### src/rtl/fifo_framer_pkg.sv
// Shared constants, state encoding and byte helpers for the write-side FIFO framer.
// Frames on the wire are FLAG, byte-stuffed payload, FLAG.
package fifo_framer_pkg;

  localparam logic [7:0] FLAG_DEF  = 8'h7E;
  localparam logic [7:0] ESC_DEF   = 8'h7D;
  localparam logic [7:0] XMASK_DEF = 8'h20;
  localparam int         CNT_W_DEF = 16;

  typedef enum logic [2:0] {
    ST_IDLE = 3'd0,
    ST_SOF  = 3'd1,
    ST_DATA = 3'd2,
    ST_ESC2 = 3'd3,
    ST_WAIT = 3'd4,
    ST_EOF  = 3'd5
  } state_t;

  // One accepted word; nbytes is already decoded to 1..4.
  typedef struct packed {
    logic [31:0] data;
    logic [2:0]  nbytes;
    logic        last;
  } hold_t;

  function automatic logic needs_esc(input logic [7:0] b, input logic [7:0] flag,
                                     input logic [7:0] esc);
    return (b == flag) || (b == esc);
  endfunction

  function automatic logic [7:0] byte_at(input logic [31:0] w, input logic [1:0] idx);
    return w[{idx, 3'b000} +: 8];
  endfunction

endpackage

### src/rtl/fifo_wr_framer.sv
// Write-side HDLC-style framer: turns 32-bit words into a byte-stuffed, FLAG-delimited
// byte stream on the FIFO write port, stalling cleanly on buf_full.
module fifo_wr_framer
  import fifo_framer_pkg::*;
#(
  parameter logic [7:0] FLAG  = FLAG_DEF,
  parameter logic [7:0] ESC   = ESC_DEF,
  parameter logic [7:0] XMASK = XMASK_DEF,
  parameter int         CNT_W = CNT_W_DEF
) (
  input  logic             clk_w,
  input  logic             rst,
  input  logic [31:0]      s_data,
  input  logic [1:0]       s_nbytes,
  input  logic             s_last,
  input  logic             s_valid,
  output logic             s_ready,
  input  logic             buf_full,
  output logic             wr_en,
  output logic [7:0]       buf_in,
  output logic             busy,
  output logic [CNT_W-1:0] frame_cnt
);

  state_t           state_q, state_d;
  hold_t            hold_q, hold_d;
  logic [1:0]       idx_q, idx_d;
  logic [7:0]       buf_in_q, buf_in_d;
  logic [CNT_W-1:0] frame_cnt_q, frame_cnt_d;

  logic             out_vld;
  logic [7:0]       curByte;
  logic             moreBytes;
  state_t           advState;
  logic [1:0]       advIdx;
  logic [7:0]       advBuf;

  // First code presented for a payload byte: the escape prefix or the byte itself.
  function automatic logic [7:0] leadCode(input logic [7:0] b);
    return needs_esc(b, FLAG, ESC) ? ESC : b;
  endfunction

  always_ff @(posedge clk_w or posedge rst) begin
    if (rst) begin
      state_q     <= ST_IDLE;
      hold_q      <= '0;
      idx_q       <= '0;
      buf_in_q    <= '0;
      frame_cnt_q <= '0;
    end else begin
      state_q     <= state_d;
      hold_q      <= hold_d;
      idx_q       <= idx_d;
      buf_in_q    <= buf_in_d;
      frame_cnt_q <= frame_cnt_d;
    end
  end

  always_comb begin
    state_d     = state_q;
    hold_d      = hold_q;
    idx_d       = idx_q;
    buf_in_d    = buf_in_q;
    frame_cnt_d = frame_cnt_q;

    curByte   = byte_at(hold_q.data, idx_q);
    moreBytes = ({1'b0, idx_q} + 3'd1) < hold_q.nbytes;

    // Where the FSM goes once the current payload byte has been fully emitted.
    if (moreBytes) begin
      advState = ST_DATA;
      advIdx   = idx_q + 2'd1;
      advBuf   = leadCode(byte_at(hold_q.data, idx_q + 2'd1));
    end else if (hold_q.last) begin
      advState = ST_EOF;
      advIdx   = idx_q;
      advBuf   = FLAG;
    end else begin
      advState = ST_WAIT;
      advIdx   = idx_q;
      advBuf   = buf_in_q;
    end

    case (state_q)
      ST_IDLE: begin
        if (s_valid) begin
          hold_d   = '{data: s_data, nbytes: (s_nbytes == 2'd0) ? 3'd4 : {1'b0, s_nbytes},
                       last: s_last};
          idx_d    = 2'd0;
          state_d  = ST_SOF;
          buf_in_d = FLAG;
        end
      end
      ST_SOF: begin
        if (wr_en) begin
          state_d  = ST_DATA;
          buf_in_d = leadCode(byte_at(hold_q.data, 2'd0));
        end
      end
      ST_DATA: begin
        if (wr_en) begin
          if (needs_esc(curByte, FLAG, ESC)) begin
            state_d  = ST_ESC2;
            buf_in_d = curByte ^ XMASK;
          end else begin
            state_d  = advState;
            idx_d    = advIdx;
            buf_in_d = advBuf;
          end
        end
      end
      ST_ESC2: begin
        if (wr_en) begin
          state_d  = advState;
          idx_d    = advIdx;
          buf_in_d = advBuf;
        end
      end
      ST_WAIT: begin
        if (s_valid) begin
          hold_d   = '{data: s_data, nbytes: (s_nbytes == 2'd0) ? 3'd4 : {1'b0, s_nbytes},
                       last: s_last};
          idx_d    = 2'd0;
          state_d  = ST_DATA;
          buf_in_d = leadCode(s_data[7:0]);
        end
      end
      ST_EOF: begin
        if (wr_en) begin
          frame_cnt_d = frame_cnt_q + CNT_W'(1);
          state_d     = ST_IDLE;
        end
      end
      default: state_d = ST_IDLE;
    endcase
  end

  always_comb begin
    out_vld = (state_q == ST_SOF) || (state_q == ST_DATA) ||
              (state_q == ST_ESC2) || (state_q == ST_EOF);
    wr_en   = out_vld & ~buf_full;
    s_ready = (state_q == ST_IDLE) || (state_q == ST_WAIT);
    busy    = (state_q != ST_IDLE);
  end

  assign buf_in    = buf_in_q;
  assign frame_cnt = frame_cnt_q;

endmodule

### config.mk
export PLATFORM = sky130hd
export DESIGN_NAME = fifo_wr_framer
export DESIGN_NICKNAME = d
export VERILOG_FILES = /design/src/rtl/fifo_framer_pkg.sv /design/src/rtl/fifo_wr_framer.sv
export SDC_FILE = /design/constraint.sdc
export NUM_CORES = 1
export LEC_CHECK = 0
export CAP_MARGIN = 0
export CELL_PAD_IN_SITES_DETAIL_PLACEMENT = 0
export CELL_PAD_IN_SITES_GLOBAL_PLACEMENT = 1
export CORE_MARGIN = 5
export CORE_UTILIZATION = 40
export DETAILED_ROUTE_END_ITERATION = 8
export GPL_TIMING_DRIVEN = 1
export MAX_ROUTING_LAYER = met4
export PLACE_DENSITY_LB_ADDON = 0.3
export SLEW_MARGIN = 5
export SYNTH_ARGS = -nofsm -noshare
export SYNTH_HDL_FRONTEND = slang
export SYNTH_SLANG_ARGS = --single-unit
export TNS_END_PERCENT = 100
### constraint.sdc
create_clock -name clk_w -period 2.8 [get_ports clk_w]
set_input_delay 0.84 -clock clk_w [delete_from_list [all_inputs] [get_ports clk_w]]
set_output_delay 0.84 -clock clk_w [all_outputs]
set_load 0.01 [all_outputs]
=== Word-level counts from Yosys, hierarchy flattened ===
Cells that the tools add are included.

* Register bits after elaboration: 65
* Output and inout port bits: 27
* Word-level logic and storage cells: 85

* Add/subtract/negate cells: 3
* Order comparisons: 1
* Equality and inequality tests: 21
* Shifts and indexed selects: 2
* Mux-type cells: 29
* Bitwise gates (word level): 3
* Reduce and logical (&&, ||, !) cells: 19

{| class="wikitable"
|+ Operators by type and width
! kind !! number
|-
| $mux W8 || 11
|-
| $eq A8 B7 Y1 const B || 8
|-
| $shiftx A32 B6 Y8 || 2
|-
| $pmux W8 S5 || 1
|-
| $mux W3 || 9
|-
| $pmux W3 S6 || 1
|-
| $add A16 B1 Y16 const B || 1
|-
| $ne A2 B2 Y1 const B || 7
|-
| $reduce_and A6 Y1 || 2
|-
| $mux W2 || 5
|-
| $logic_or A1 B1 Y1 || 8
|-
| $eq A3 B2 Y1 const B || 2
|-
| $eq A3 B3 Y1 const B || 2
|-
| $pmux W2 S3 || 1
|-
| $reduce_bool A3 Y1 || 2
|-
| $reduce_and A5 Y1 || 1
|-
| $reduce_bool A5 Y1 || 1
|-
| $reduce_and A2 Y1 || 2
|-
| $add A2 B1 Y3 const B || 1
|-
| $eq A3 B1 Y1 const B || 1
|-
| $logic_not A3 Y1 || 1
|-
| $lt A3 B3 Y1 || 1
|-
| $add A2 B1 Y2 const B || 1
|-
| $logic_not A2 Y1 || 1
|-
| other kinds (5) || 6
|}

=== Logic depth before layout (Yosys ltp) ===
* Depth in word-level cells: 9
* Mapped depth: 8
* Gate-level depth less buffers: 7

=== Worst setup path before layout ===
No wires, ideal clock.

* Path kind: register to register
* From: reg idx_q[0]
* To: reg buf_in_q[7] (netlist: buf_in[7])
* Library setup time: 0.131 ns
* Arrival: 2.210 ns
* Required time: 2.669 ns
* Path slack: 0.459 ns
* Cell stages (with the launch flop): 9
* Buffers on the path: 1
* Path through: dfrtp_1 ha_1 ha_1 a21boi_1 o21a_1 buf_2 mux2_2 a31oi_1 o21ai_1

* Longest elaborated chain between the ends: 9
* Elaborated cells on any way between the ends: 17

{| class="wikitable"
|+ RTL lines
! item !! line !! text
|-
| start, declared || fifo_wr_framer.sv:27 || <nowiki>logic [1:0] idx_q, idx_d;</nowiki>
|-
| start signal, assigned || fifo_wr_framer.sv:53 || <nowiki>idx_q <= idx_d;</nowiki>
|-
| $add A2 B1 Y2 || fifo_wr_framer.sv:73 || <nowiki>advBuf = leadCode(byte_at(hold_q.data, idx_q + 2'd1));</nowiki>
|-
| $shiftx A32 B6 Y8 || fifo_framer_pkg.sv:32 || <nowiki>return w[{idx, 3'b000} +: 8];</nowiki>
|-
| $eq A8 B7 Y1 || fifo_framer_pkg.sv:28 || <nowiki>return (b == flag) || (b == esc);</nowiki>
|-
| $logic_or A1 B1 Y1 || fifo_framer_pkg.sv:28 ||
|-
| $mux W8 || fifo_wr_framer.sv:40 || <nowiki>return needs_esc(b, FLAG, ESC) ? ESC : b;</nowiki>
|-
| $mux W8 || fifo_wr_framer.sv:70 || <nowiki>if (moreBytes) begin</nowiki>
|-
| $mux W8 || fifo_wr_framer.sv:102 || <nowiki>if (needs_esc(curByte, FLAG, ESC)) begin</nowiki>
|-
| $mux W8 || fifo_wr_framer.sv:101 || <nowiki>if (wr_en) begin</nowiki>
|-
| $pmux W8 S5 * || fifo_wr_framer.sv:84 || <nowiki>case (state_q)</nowiki>
|-
| end signal, assigned || fifo_wr_framer.sv:54 || <nowiki>buf_in_q <= buf_in_d;</nowiki>
|-
| end, declared || fifo_wr_framer.sv:28 || <nowiki>logic [7:0] buf_in_q, buf_in_d;</nowiki>
|}

Every way passes the cells marked *; elsewhere a longest branch is shown, timed or not. The select of a mux whose other input is x is not followed.
A chain may end at the register's enable or synchronous reset.

=== Worst setup path in the final report ===
* From: reg state_q[2]
* To: out busy

* Longest elaborated chain between the ends: 1

{| class="wikitable"
|+ RTL lines
! item !! line !! text
|-
| start, declared || fifo_wr_framer.sv:25 || <nowiki>state_t state_q, state_d;</nowiki>
|-
| start signal, assigned || fifo_wr_framer.sv:51 || <nowiki>state_q <= state_d;</nowiki>
|-
| $reduce_bool A3 Y1 || fifo_wr_framer.sv:143 || <nowiki>busy = (state_q != ST_IDLE);</nowiki>
|-
| end, declared || fifo_wr_framer.sv:21 || <nowiki>output logic busy,</nowiki>
|}

Every way passes these cells.

==> flow_summary.ini <==
[grt]
grt_first_pass_wirelength_um = 15900
grt_overflow = 0
grt_max_degree = 66
grt_antenna_before_repair = 0
grtUsageTotal = 0.183
grt_pass1_vias = 3101

[synthesis]
synth_area_mm2 = 0.00365
synth_edf_count = 0
ys_ff_latch = 65
syn-instance-count = 381
ys_types = 62
synth_largest_area_cell = dfrtp_1
synth_ff_type = dfrtp_1
syn_area_per_cell_um2 = 9.58
synth_top_area_share = 0.446
yosysMostFrequentCell = nand2_1
synthTopCellsByArea = dfrtp_1 (45%), nand2_1 (12%), mux4_2 (6.8%)
netlist_top_cells_count = nand2_1 (118), dfrtp_1 (65), clkbuf_1 (15), nor2_1 (13), xnor2_1 (13)
ys_seq_area_frac = 0.446
synth_fp_nets = 424
synthArstFlopShare = 1.00
yosys_warnings = 0

[worst_setup_path]
worst_r2r_path_depth = 7
rrSetupSlack_ns = 0.20
worstSetupPathType = flip-flop to output pin
regToRegEndpoint = buf_in[7]
cp.arrival_ns = 1.80
critPathRequiredTime_ns = 1.96
cp_max_fo = 11
cp_top_family = flip-flops
cp-end-kind = output pin
crit_path_start_kind = flip-flop
crit_buf_inv = 1
critical_path.slowest_cell = dfrtp_1
max_stage_delay_ns = 0.50
path_cells = or3_1 > clkdlybuf4s50_1
r2r_start = idx_q[0]

[cts]
cts_buffer_depth = 2
cts_buffers = 9
root_buffer = clkbuf_8
clkLatencyLatePin_ns = 0.34
cts.htree.levels = 3
clk_pin_slew_ns = 0.08
cts_sinks = 65
cts_tree = built
cts_setup_buffers = 0

[cells_and_area]
fillCellCount = 832
nets = 494
drive_above_1_share = 0.125
instances_no_fill = 564
n_antenna_cell = 0
syn_to_final_growth_pct = 28.4

[sta]
final_max_slew_viol_count = 0
setup_viol_count_final = 0
clock-skew-final_ns = 0.00992
max_freq_ghz = 0.379
maxSlewHeadroom = 0.621
period_share = 0.942
tightest_slew_ns = 0.567
tns_ns = 0
grt_setup_unrepaired = false
whs_ns = 0.482
hold_viol_final = 0
min_period_ns = 2.64

[placed_design]
place_inst = 548
hpwl_um = 6950
port-buffer-count = 65
place.gp.congestion = 0.856

[routing]
wl_met3_um = 446
num_vias = 3039
drc_errors = 0
drtIter0Drc = 173
wl_per_cell_um = 16.6
viasPerCell = 5.39
firstDrtPassIters = 4
postRouteAntennaNets = 0
wirelength_um = 9370
top_layer = met4
met1_length_um = 4650
wl_met2_um = 4170

[status]
status = completed

[hold_path]
whs_path_depth = 1
hp-start = frame_cnt[15]
hold-path-endpoint = frame_cnt[15]
hold_class = flip-flop to flip-flop

[power_and_ir_drop]
p_total_uw = 5120
p_leak_uw = 0.00207
vdd_ir_drop_max_v = 0.000366
powerDensity_mw_per_mm2 = 1090

[die]
core_mm2 = 0.00881
start_util = 0.415
pin_count = 66
die_area_mm2 = 0.0111
die_x_um = 106
die_y_um = 106
num_rows = 34

[flow_run]
cap_violations = 0
## worst max path at each step
stage                     startpoint        end  slack [ns]  cells after the start
final                     state_q[2]       busy        0.16                      2
after global routing        idx_q[0]  buf_in[7]        0.05                      7
after CTS                   buf_full      wr_en        0.01                      3
after global placement      buf_full      wr_en        0.04                      3
after floorplan                  rst  buf_in[0]        0.33                      1
after detailed placement    buf_full      wr_en        0.02                      3
## cells in the final DEF, fill, tap and decap left out, types with 3 or more instances in the layout
master and instances:
a21oi_1 7, a31oi_1 4, buf_4 15, clkbuf_8 10, clkdlybuf4s50_1 64, dfrtp_1 65
ha_1 4, inv_1 10, mux2i_1 3, mux4_2 11, nand2_1 118, nand3_1 6
nand3b_1 3, nand4_1 7, nor2_1 13, nor2b_1 10, o211ai_1 7, o21ai_0 10
o32a_1 4, or2_2 3, or3_1 4, xnor2_1 13, xor2_1 3
## cell type report
| cell class | instances | area [µm²] | area share |
|---|---|---|---|
| Clock inverter | 6 | 90.1 | 0.0192 |
| Clock buffer | 10 | 138 | 0.0294 |
| Sequential cell | 65 | 1630 | 0.347 |
| Inverter | 11 | 41.3 | 0.00881 |
| Timing Repair Buffer | 81 | 786 | 0.168 |
| Tap cell | 108 | 135 | 0.0288 |
| Multi-Input combinational cell | 283 | 1870 | 0.399 |
## stage by stage
step                 util  setup slack, ns  area (µm²)
CTS                 0.532           0.0128        4680
floorplan               -            0.334        3650
finish              0.532            0.164        4690
detailed placement  0.506           0.0237        4460
global route        0.532           0.0484        4690
global placement    0.506           0.0363        4460
## power breakdown
part | switching [µW] | leakage [µW] | internal (µW) | total, µW
clock network | 390 | 0.000113 | 529 | 919
registers | 365 | 0.000821 | 1290 | 1650
logic | 1350 | 0.00114 | 1200 | 2540
total | 2100 | 0.00207 | 3010 | 5120
## registers in the layout, summed over array words and instances, names as in the netlist
name,flops
buf_in,8
frame_cnt,16
hold_q,36
idx_q,2
state_q,3
## kinds of logic (layout without fill, tap and decap cells)
group                    after synthesis  after routing  synth area share
XOR/XNOR                              16             16            0.0384
flip-flops                            65             65             0.446
buffers and inverters                 33            108            0.0422
AND/OR/NAND/NOR                      190            190             0.260
multiplexers                          17             17            0.0894
adder cells (fa/ha/maj)                4              4            0.0137
AO/OA/AOI/OAI                         56             56             0.111
## metal layers
layer  GRT usage  vias to the layer above
li1            -                     1474
met1       0.259                     1465
met2       0.265                       89
met3      0.0391                       11
met4      0.0546                        0
met5           -                        -
## repair_timing
item,4_1_cts,5_1_grt
endpoints found under the setup margin,0,1
hold buffers,0,0
endpoints found under the hold margin,0,0
gates resized for setup,0,1
Note: power is estimated with default switching activity, not from simulation.
